`src/rtl/rf_wb_arbiter.sv`:
```
// rf_wb_arbiter -- write-port arbiter for the 32x32 register file.
//
// Two writeback sources (EX, MEM) each feed a DEPTH-entry FIFO. At most one
// queue head is granted per cycle. The granted write is driven onto the
// register-file write port from registered outputs.
//
// Build option: define RF_WB_SCOREBOARD_EN to build the per-register
// pending-write scoreboard (busy_mask). When it is not defined, busy_mask is
// tied to zero.
//
// Ports:
//   clk                      clock, all state updates on posedge
//   reset                    asynchronous, active-low reset
//   ex_valid/ex_ready        EX request handshake
//   ex_rd/ex_data            EX destination register / write data
//   mem_valid/mem_ready      MEM request handshake
//   mem_rd/mem_data          MEM destination register / write data
//   rf_we/rf_a3/rf_wd3       registered register-file write port
//   busy_mask                bit r set while a write to xr is queued or on the port
module rf_wb_arbiter #(
  parameter int unsigned DEPTH = 2
) (
  input  logic        clk,
  input  logic        reset,
  input  logic        ex_valid,
  output logic        ex_ready,
  input  logic [4:0]  ex_rd,
  input  logic [31:0] ex_data,
  input  logic        mem_valid,
  output logic        mem_ready,
  input  logic [4:0]  mem_rd,
  input  logic [31:0] mem_data,
  output logic        rf_we,
  output logic [4:0]  rf_a3,
  output logic [31:0] rf_wd3,
  output logic [31:0] busy_mask
);

  localparam int unsigned PW = (DEPTH > 1) ? $clog2(DEPTH) : 1;

  typedef enum logic {SRC_EX = 1'b0, SRC_MEM = 1'b1} src_e;

  // Index 0 = EX, index 1 = MEM.
  logic [1:0]        in_valid;
  logic [1:0][4:0]   in_rd;
  logic [1:0][31:0]  in_data;
  logic [1:0]        push;
  logic [1:0]        pop;
  logic [1:0]        nonempty;
  logic [1:0]        full;
  logic [1:0][4:0]   head_rd;
  logic [1:0][31:0]  head_data;
`ifdef RF_WB_SCOREBOARD_EN
  logic [1:0][31:0]  busy_q;
`endif

  // Low during reset, high from the first edge after release; gates ready.
  logic run;
  src_e last_grant;
  logic grant_any;
  src_e grant_src;

  assign in_valid = {mem_valid, ex_valid};
  assign in_rd    = {mem_rd, ex_rd};
  assign in_data  = {mem_data, ex_data};

  for (genvar s = 0; s < 2; s++) begin : g_q
    logic [4:0]    slot_rd   [DEPTH];
    logic [31:0]   slot_data [DEPTH];
    logic [PW-1:0] rd_ptr;
    logic [PW-1:0] wr_ptr;
    logic [PW:0]   cnt;

    assign nonempty[s]  = (cnt != '0);
    assign full[s]      = (cnt == (PW+1)'(DEPTH));
    // Writes to x0 are accepted but never stored.
    assign push[s]      = in_valid[s] && run && !full[s] && (in_rd[s] != 5'd0);
    assign head_rd[s]   = slot_rd[rd_ptr];
    assign head_data[s] = slot_data[rd_ptr];

    always_ff @(posedge clk) begin
      if (push[s]) begin
        slot_rd[wr_ptr]   <= in_rd[s];
        slot_data[wr_ptr] <= in_data[s];
      end
    end

    always_ff @(posedge clk or negedge reset) begin
      if (!reset) begin
        rd_ptr <= '0;
        wr_ptr <= '0;
        cnt    <= '0;
      end else begin
        if (push[s]) wr_ptr <= wr_ptr + PW'(1);
        if (pop[s])  rd_ptr <= rd_ptr + PW'(1);
        if (push[s] && !pop[s])      cnt <= cnt + (PW+1)'(1);
        else if (pop[s] && !push[s]) cnt <= cnt - (PW+1)'(1);
      end
    end

`ifdef RF_WB_SCOREBOARD_EN
    logic [31:0] busy;
    logic [PW-1:0] off;
    always_comb begin
      busy = '0;
      off  = '0;
      for (int unsigned i = 0; i < DEPTH; i++) begin
        // Slot i is live when its distance from the read pointer is below the count.
        off = PW'(i) - rd_ptr;
        if ({1'b0, off} < cnt) busy[slot_rd[PW'(i)]] = 1'b1;
      end
    end
    assign busy_q[s] = busy;
`endif
  end

  assign ex_ready  = run && !full[0];
  assign mem_ready = run && !full[1];

  // Same-rd heads go to MEM (older instruction); otherwise alternate.
  always_comb begin
    grant_any = nonempty[0] || nonempty[1];
    grant_src = SRC_EX;
    if (nonempty[0] && nonempty[1]) begin
      if (head_rd[0] == head_rd[1]) grant_src = SRC_MEM;
      else grant_src = (last_grant == SRC_EX) ? SRC_MEM : SRC_EX;
    end else if (nonempty[1]) begin
      grant_src = SRC_MEM;
    end
  end

  assign pop[0] = grant_any && (grant_src == SRC_EX);
  assign pop[1] = grant_any && (grant_src == SRC_MEM);

  always_ff @(posedge clk or negedge reset) begin
    if (!reset) begin
      run        <= 1'b0;
      rf_we      <= 1'b0;
      rf_a3      <= '0;
      rf_wd3     <= '0;
      last_grant <= SRC_EX;
    end else begin
      run   <= 1'b1;
      rf_we <= grant_any;
      if (grant_any) begin
        rf_a3      <= (grant_src == SRC_MEM) ? head_rd[1]   : head_rd[0];
        rf_wd3     <= (grant_src == SRC_MEM) ? head_data[1] : head_data[0];
        last_grant <= grant_src;
      end
    end
  end

`ifdef RF_WB_SCOREBOARD_EN
  always_comb begin
    busy_mask = busy_q[0] | busy_q[1];
    if (rf_we) busy_mask[rf_a3] = 1'b1;
    busy_mask[0] = 1'b0;
  end
`else
  assign busy_mask = '0;
`endif

endmodule
```
`config.mk`:
```
export PLATFORM = sky130hd
export DESIGN_NAME = rf_wb_arbiter
export DESIGN_NICKNAME = d
export VERILOG_FILES = /design/src/rtl/rf_wb_arbiter.sv
export SDC_FILE = /design/constraint.sdc
export NUM_CORES = 1
export LEC_CHECK = 0
export ABC_AREA = 1
export ABC_CLOCK_PERIOD_IN_PS = 3400
export CORE_MARGIN = 2
export CORE_UTILIZATION = 52
export DETAILED_ROUTE_END_ITERATION = 8
export PLACE_DENSITY = 0.79
export SLEW_MARGIN = 20
export SYNTH_ARGS = -nofsm -noshare
export SYNTH_HDL_FRONTEND = slang
export SYNTH_SLANG_ARGS = --single-unit
```
`constraint.sdc`:
```
create_clock -name clk -period 3.4 [get_ports clk]
set_input_delay 0.34 -clock clk [delete_from_list [all_inputs] [get_ports clk]]
set_output_delay 0.34 -clock clk [all_outputs]
set_load 0.05 [all_outputs]
```
# Word-level counts from Yosys, hierarchy flattened
# Memories as Yosys holds them, arrays and structs flattened.
# Index checks and enable logic that the tools add are counted.
[word_totals]
register_bits = 48
mem_bits_rw = 148
out_inout_bits = 72
in_bits = 78
memories = 4
romBits = 0
wordCells = 69
latchBits = 0
[memory_table]
columns = ["memory", "words", "width", "rd", "rd_clocked_by_memory_dff", "wr", "line_no", "text"]
rows = [
  ["g_q[0].slot_data", 2, 32, 1, 0, 1, "69", "logic [31:0] slot_data [DEPTH];"],
  ["g_q[1].slot_data", 2, 32, 1, 0, 1, "69", ""],
  ["g_q[0].slot_rd", 2, 5, 1, 0, 1, "68", "logic [4:0] slot_rd [DEPTH];"],
  ["g_q[1].slot_rd", 2, 5, 1, 0, 1, "68", ""],
]
[classes]
n_mul = 0
div_mod_pow = 0
n_addsub = 8
n_mux = 14
n_reduce_logical = 28
n_eq_ne = 3
order_cmp = 0
n_bitwise = 1
n_shift = 0
[ops]
columns = ["op", "n"]
rows = [
  ["2-to-1 mux 32 bit", 1],
  ["logical AND 1 bit", 15],
  ["nonzero test 5 bit", 2],
  ["2-to-1 mux 1 bit", 8],
  ["2-to-1 mux 2 bit", 4],
  ["nonzero test 2 bit", 4],
  ["zero test 1 bit", 6],
  ["== test 5 bit", 1],
  ["2-to-1 mux 5 bit", 1],
  ["adder 1 bit, second input constant", 4],
  ["adder 2 x 1 -> 2 bit, second input constant", 2],
  ["== test 2 bit, second input constant", 2],
  ["subtractor 2 x 1 -> 2 bit, second input constant", 2],
  ["logical OR 1 bit", 1],
  ["inverter 1 bit", 1],
]

# Depth between registers and ports, before layout
# An unclocked memory read counts as a cell.
[logic_depth]
depth_word = 9
depth_mapped = 16
mapped_depth_nobuf = 15

# Worst setup path after synthesis
# Ideal clock, no wire load.
[synth_path]
path_type = "register to register"
start = "register g_q[0].cnt[1]"
end = "memory g_q[0].slot_data[1][0], enable pin"
setup_ns = 0.433
synth_period_minus_slack_ns = 2.668
setup_slack_ns = 0.732
arrival_time_ns = 2.236
stages_incl_launch_ff = 6
t_required_ns = 2.967
cell_sequence = "dfrtp_1 > inv_1 > nor2_1 > nor2_1 > nand2_1 > nor2_1"
[synth_between]
elab_chain_cells = 6
[synth_lines]
columns = ["element", "line_no", "text"]
rows = [
  ["start, declared", "72", "logic [PW:0] cnt;"],
  ["start signal, assigned", "96", "if (push[s] && !pop[s]) cnt <= cnt + (PW+1)'(1);"],
  ["start signal, assigned", "97", "else if (pop[s] && !push[s]) cnt <= cnt - (PW+1)'(1);"],
  ["== test 2 bit", "75", "assign full[s] = (cnt == (PW+1)'(DEPTH));"],
  ["zero test 1 bit", "77", "assign push[s] = in_valid[s] && run && !full[s] && (in_rd[s] != 5'd0);"],
  ["logical AND 1 bit (2 in series)", "77", ""],
  ["2-to-1 mux 1 bit", "82", "if (push[s]) begin"],
  ["2-to-1 mux 1 bit (not written as such)", "84", "slot_data[wr_ptr] <= in_data[s];"],
  ["end, declared", "69", ""],
]
# No other way between the ends.

# Worst setup path after layout
[layout_path]
start = "register g_q[1].rd_ptr"
end = "register g_q[1].cnt[1]"
[layout_between]
elab_chain_cells = 8
[layout_lines]
columns = ["element", "line_no", "text"]
rows = [
  ["start, declared", "70", "logic [PW-1:0] rd_ptr;"],
  ["start signal, assigned", "95", "if (pop[s]) rd_ptr <= rd_ptr + PW'(1);"],
  ["memory read (2 x 5 bit) (*)", "-", ""],
  ["== test 5 bit (*)", "125", "if (head_rd[0] == head_rd[1]) grant_src = SRC_MEM;"],
  ["2-to-1 mux 1 bit (*)", "125", ""],
  ["2-to-1 mux 1 bit (*)", "124", "if (nonempty[0] && nonempty[1]) begin"],
  ["logical AND 1 bit (*)", "133", "assign pop[1] = grant_any && (grant_src == SRC_MEM);"],
  ["zero test 1 bit", "96", ""],
  ["logical AND 1 bit", "96", ""],
  ["2-to-1 mux 2 bit / nonzero test 2 bit (equally long branches)", "-", ""],
  ["end signal, assigned", "96", ""],
  ["end signal, assigned", "97", ""],
  ["end, declared", "72", ""],
]
# Every way passes the cells marked *; elsewhere a longest branch is shown, timed or not.
# A chain may end at the register's enable or synchronous reset.

==> metrics.csv <==
stage,metric,value,unit
outcome,status,"finished, final reports clean",
critical_path,crit_start,g_q[1].rd_ptr,
route,drt-initial-drc-count,326,
critical_path,cp-end-kind,flip-flop,
place,pre_cts_slack,703,ps
sta,setup_viol,0,
critical_path,startpoint_type,flip-flop,
synth,postSynthAreaPerCell,12.4,µm²
critical_path,max_stage_delay,740,ps
clock_tree,cts_buffer_depth,2,
sta,finalMaxSlewViolations,0,
layout,area_growth,22.5,%
critical_path,path_buf_inv,1,
critical_path,cp_slowest_cell,dfrtp_2,
sta,rsz0062_at_grt,false,
pwr,vdd_drop_max,0.570,mV
clock_tree,cts_tree,built,
critical_path,crit_end,g_q[1].cnt[1],
route,drcViolationCount,0,
layout,final_util,0.654,
sta,setup_slack,655,ps
clock_tree,clock_latency,430,ps
sta,finalHoldViolCount,0,
global_routing,overflow,0,
synth,yosysSeqAreaShare,0.696,
sta,period_needed,2740,ps
place,place_congestion,0.884,
layout,fill_cells,1105,
synth,synth_seq_cells,196,
sta,worst_slew_pin_slew,749,ps
clock_tree,path_clk_slew,70,ps
critical_path,crit_chain,"inv_2, nand2_1, nand2_1, nand2_1, nand2_1, nor2_1, nand3_1, nand2_2, nand2_2, ha_1, a21oi_1, o21ai_0, xor2_1",
place,place.detailed.hpwl,11300,µm
critical_path,cp_top_family,simple AND/OR/NAND/NOR gates,
route,post_drt_via_cell_ratio,5.33,
clock_tree,root_buffer,clkbuf_16,
place,dpl_cell_area,0.00935,mm²
run,max_cap_viol_count,0,
critical_path,crit_type,flip-flop to flip-flop,
critical_path,path_common_cell,nand2_1,
min_path,hp-class,primary input to async pin,
layout,design_area,0.00994,mm²
die,core-area,0.0152,mm²
clock_tree,numClockSinks,196,
critical_path,r2r-start,g_q[1].rd_ptr,
route,drt-pass1-iter-count,4,
critical_path,reg2reg_depth,13,
layout,diodes,0,
die,die_w,129,µm
sta,max_freq,364,MHz
clock_tree,numCtsBuffers,17,
layout,drive_gt1_frac,0.0700,
critical_path,critPathArrivalTime,3040,ps
die,io_pins,150,
global_routing,grt.total_usage,0.216,
global_routing,grt_pass1_wl,26700,µm
sta,relSlewSlack,0.500,
synth,synth_cells,653,
die,rows,45,
layout,nets,853,
die,fp.dieH,129,µm
route,num_vias,5196,
sta,skew,10.7,ps
place,port_buffers,117,
route,antenna_left,0,
clock_tree,h-tree-depth,4,
sta,finalCritPeriodShare,0.807,
synth,syn_area,0.00811,mm²
global_routing,grt_pass1_vias,5345,
critical_path,regToRegSetupSlack,660,ps
critical_path,r2r_end,g_q[1].cnt[1],
global_routing,antenna_found_initial,0,
global_routing,grt_max_degree,39,
route,avgRoutedWirePerCell,17.5,µm
sta,fin_tns_setup,0,ps
critical_path,critPathMaxFanout,25,
route,wl,17000,µm
pwr,p_leak,4.09,nW
die,die_area,0.0166,mm²
synth,yosysUniqueCellTypes,21,
critical_path,required,3700,ps
layout,layout_common_cells,"180 x nand2_1, 148 x edfxtp_1, 116 x clkdlybuf4s50_1",
die,start_util,0.533,
pwr,pwr_density_cell,932,mW/mm²
layout,mostFrequentLayoutCell,nand2_1,
synth,yosysWarnings,0,
critical_path,crit_cells,13,
## worst min-delay path by stage
stage	to	slack, ps	cells past startpoint
after floorplan	g_q[0].cnt[0]	40	0
after global placement	rf_a3[2]	360	1
after detailed placement	rf_a3[1]	370	1
after CTS	rf_a3[2]	450	2
final	rf_a3[2]	440	2
after global routing	rf_wd3[0]	480	2
## flip-flops by register name (all words and copies together) (netlist names)
| signal | cells |
|---|---|
| g_q.slot_data | 128 |
| g_q.rd_ptr | 2 |
| rf_wd3 | 32 |
| rf_a3 | 5 |
| g_q.wr_ptr | 2 |
| rf_we | 1 |
| g_q.slot_rd | 20 |
| last_grant | 1 |
| g_q.cnt | 4 |
| run | 1 |
## area by class of cell
cell class                      count  area, µm²  area share
Clock buffer                       25        505      0.0509
Inverter                           33        124      0.0125
Multi-Input combinational cell    394       2070       0.208
Clock inverter                      7       72.6     0.00730
Sequential cell                   196       5650       0.568
Tap cell                          188        235      0.0237
Timing Repair Buffer              131       1290       0.129
## report_power, final
part	switching (mW)	internal [mW]	total, mW
Sequential	0.301	3.14	3.44
Combinational	2.60	1.29	3.89
Clock	0.822	1.11	1.93
Total	3.72	5.54	9.27
## Yosys cell counts
library cell | count | area, µm²
nor3_1 | 2 | 10.0
dfrtp_1 | 48 | 1200
buf_4 | 33 | 248
inv_2 | 3 | 11.3
o21ai_1 | 1 | 5.00
inv_1 | 30 | 113
nor2_1 | 21 | 78.8
nand2_1 | 181 | 679
conb_1 | 2 | 7.51
nand2_2 | 2 | 12.5
buf_6 | 8 | 90.1
o21ai_0 | 5 | 25.0
buf_2 | 8 | 40.0
a21oi_1 | 2 | 10.0
clkbuf_1 | 12 | 45.0
nand3_1 | 76 | 380
edfxtp_1 | 148 | 4440
xnor2_1 | 2 | 17.5
xor2_1 | 3 | 26.3
mux2i_1 | 64 | 641
ha_1 | 2 | 25.0
## timing repair
| action | CTS | global route |
|---|---|---|
| hold endpoints to repair | 21 | 0 |
| hold buffers | 1 | 0 |
| setup buffers | 0 | 0 |
| gates resized for setup | 0 | 0 |
## kinds of logic (layout without fill, tap and decap cells)
family                   after synthesis  in the layout  share of synthesized area
XOR/XNOR                               5              5                    0.00540
AND/OR/NAND/NOR                      282            282                      0.143
AO/OA/AOI/OAI                          8              8                    0.00494
buffers and inverters                 94            196                     0.0674
multiplexers                          64             64                     0.0790
flip-flops                           196            196                      0.696
adder cells (fa/ha/maj)                2              2                    0.00308
other                                  2             33                   0.000926
## through the flow
stage / hold WS (ps) / instances / total power [mW]
after global routing: 477 / 974 / 9.78
after CTS: 453 / 974 / 9.33
after global placement: 356 / 941 / 7.24
final: 443 / 974 / 9.27
after detailed placement: 367 / 941 / 7.39
after floorplan: 44.4 / 684 / 6.29
## worst reg2reg max path, stage by stage, from the launching register on
cell	delay, ps
dfrtp_2	740
inv_2	190
nand2_1	110
nand2_1	70
nand2_1	60
nand2_1	50
nor2_1	100
nand3_1	120
nand2_2	100
nand2_2	230
ha_1	400
a21oi_1	130
o21ai_0	140
xor2_1	160
## layer usage
metal / vias up / track usage / part of all wire
met5: - / 0 / 0
met4: 0 / 0.0799 / 0.020
met3: 33 / 0.0545 / 0.066
met2: 214 / 0.377 / 0.51
met1: 2549 / 0.259 / 0.40
li1: 2400 / - / -
Note: power is estimated with default switching activity, not from simulation.
==> RTL edit (config.mk and constraints unchanged) <==
Add a define of `RF_WB_SCOREBOARD_EN`.
--- a/src/rtl/rf_wb_arbiter.sv
+++ b/src/rtl/rf_wb_arbiter.sv
@@ -17,6 +17,8 @@
 //   mem_rd/mem_data          MEM destination register / write data
 //   rf_we/rf_a3/rf_wd3       registered register-file write port
 //   busy_mask                bit r set while a write to xr is queued or on the port
+`define RF_WB_SCOREBOARD_EN
+
 module rf_wb_arbiter #(
   parameter int unsigned DEPTH = 2
 ) (
Function: changed (Yosys sat finds a counterexample within 4 cycles, from zero or initial values and one cycle with reset low).
==> RTL edit against the original RTL <==
- synthesized area grew 16%
- die area up 15%
- non-clock buffer count increased by 39
- design area is 17% higher
- first-iteration DRC count up 73%
- hold slack improved by 0.028 ns
- count of clock-buffer cells in the layout down 8
- register-to-register slack got worse by 0.21 ns
- wire length up 51%
- total power up 17%
- sequential cell count did not move
- setup slack lost 0.62 ns
- critical path type is now reg -> out
- critical endpoint is now busy_mask[15]
- highest routed layer unchanged
==> RTL edit: results (changes against the original RTL) <==
The run finished with clean final reports. The count of TritonRoute iterations in the first routing pass came out at 6 (+2). The total instance count after detailed placement came out at 1223 (+30%). Tracing the worst setup path back leads to its startpoint at g_q[1].cnt[0].

Category of the worst setup path capture point: a primary output. The endpoint identified for the worst register-to-register timing path is g_q[0].cnt[1]. The logs give 1094 (+28%) for the final-stage net count and 6.824% (+1.4 points) for the global routing usage on met3. The commonest cells after synthesis are sky130_fd_sc_hd__nand2_1, sky130_fd_sc_hd__edfxtp_1, sky130_fd_sc_hd__nand3_1.

By area the synthesized netlist is led by sky130_fd_sc_hd__edfxtp_1, sky130_fd_sc_hd__dfrtp_1, sky130_fd_sc_hd__nand2_1. The post-route clock skew was 0.01516 ns (+0.004436 ns); the number of buffers inserted by port buffering was 148 (+26%). The source-to-sink clock delay at the later pin of the worst-skew pair was 0.45 ns (+0.02 ns); the largest net degree at the start of global routing was 38 (-2.6%). The sequential share of the synthesized area came out at 60.14% (-9.5 points). The critical path data arrival time was 3.03 ns (about the same). The peak fanout along the critical path was 8 (-68%); the leakage dissipation was 4.691 nW (+15%). The area of placed instances was 11040 µm² (+18%); the final standard cell area without fillers was 11660 µm² (+17%). The global placement routability congestion came out at 0.9982 (+13%).

The worst min-delay path class is in -> reg. For the final-layout worst hold slack, the log shows 0.4712 ns (+0.02782 ns). The startpoint identified for the worst register-to-register timing path is g_q[0].rd_ptr. For the register-to-register setup slack, the log shows 0.45 ns (-0.21 ns).

The tools report the pre-CTS setup slack as 0.4742 ns (-0.2288 ns).
==> RTL edit: changes by cell type after synthesis, moves of 15 or more <==
| cell | unedited run | this run |
|---|---|---|
| sky130_fd_sc_hd__buf_4 | 33 | 8 |
| sky130_fd_sc_hd__inv_1 | 30 | 50 |
| sky130_fd_sc_hd__nand2_1 | 181 | 207 |
| sky130_fd_sc_hd__nand3_2 | 0 | 31 |
| sky130_fd_sc_hd__nand4_1 | 0 | 19 |
| sky130_fd_sc_hd__nor2_1 | 21 | 52 |
| sky130_fd_sc_hd__nor3_1 | 2 | 29 |
| sky130_fd_sc_hd__o221ai_1 | 0 | 15 |
==> RTL edit: kinds of logic (layout without fill, tap and decap cells) <==
group,Yosys count,count (layout),synth area share [%]
flip-flops,196,196,60.14
adder cells (fa/ha/maj),2,2,0.2666
other,2,2,0.08001
multiplexers,64,64,6.825
buffers and inverters,98,263,5.692
AND/OR/NAND/NOR,418,418,20.87
AO/OA/AOI/OAI,76,76,5.559
XOR/XNOR,6,6,0.5598
==> RTL edit: timing repair <==
item / in CTS / in global routing
gates resized for setup: 0 / 5
hold buffers: 1 / 0
endpoints found under the setup margin: 0 / 5
endpoints found under the hold margin: 5 / 0
==> RTL edit: final cells by class <==
class                   instances  share of cell area (%)
flip-flops and latches        196                   48.45
multi-input cells             568                   27.79
clock inverters                15                   1.481
inverters                      61                   1.986
well taps                     229                   2.458
clock buffers                  17                   3.649
repair buffers                170                   14.19
==> RTL edit: power by group <==
| group | total (mW) | internal [mW] | switching (mW) |
|---|---|---|---|
| registers | 3.51 | 3.14 | 0.364 |
| clock network | 1.99 | 0.997 | 0.989 |
| logic | 5.33 | 1.70 | 3.63 |
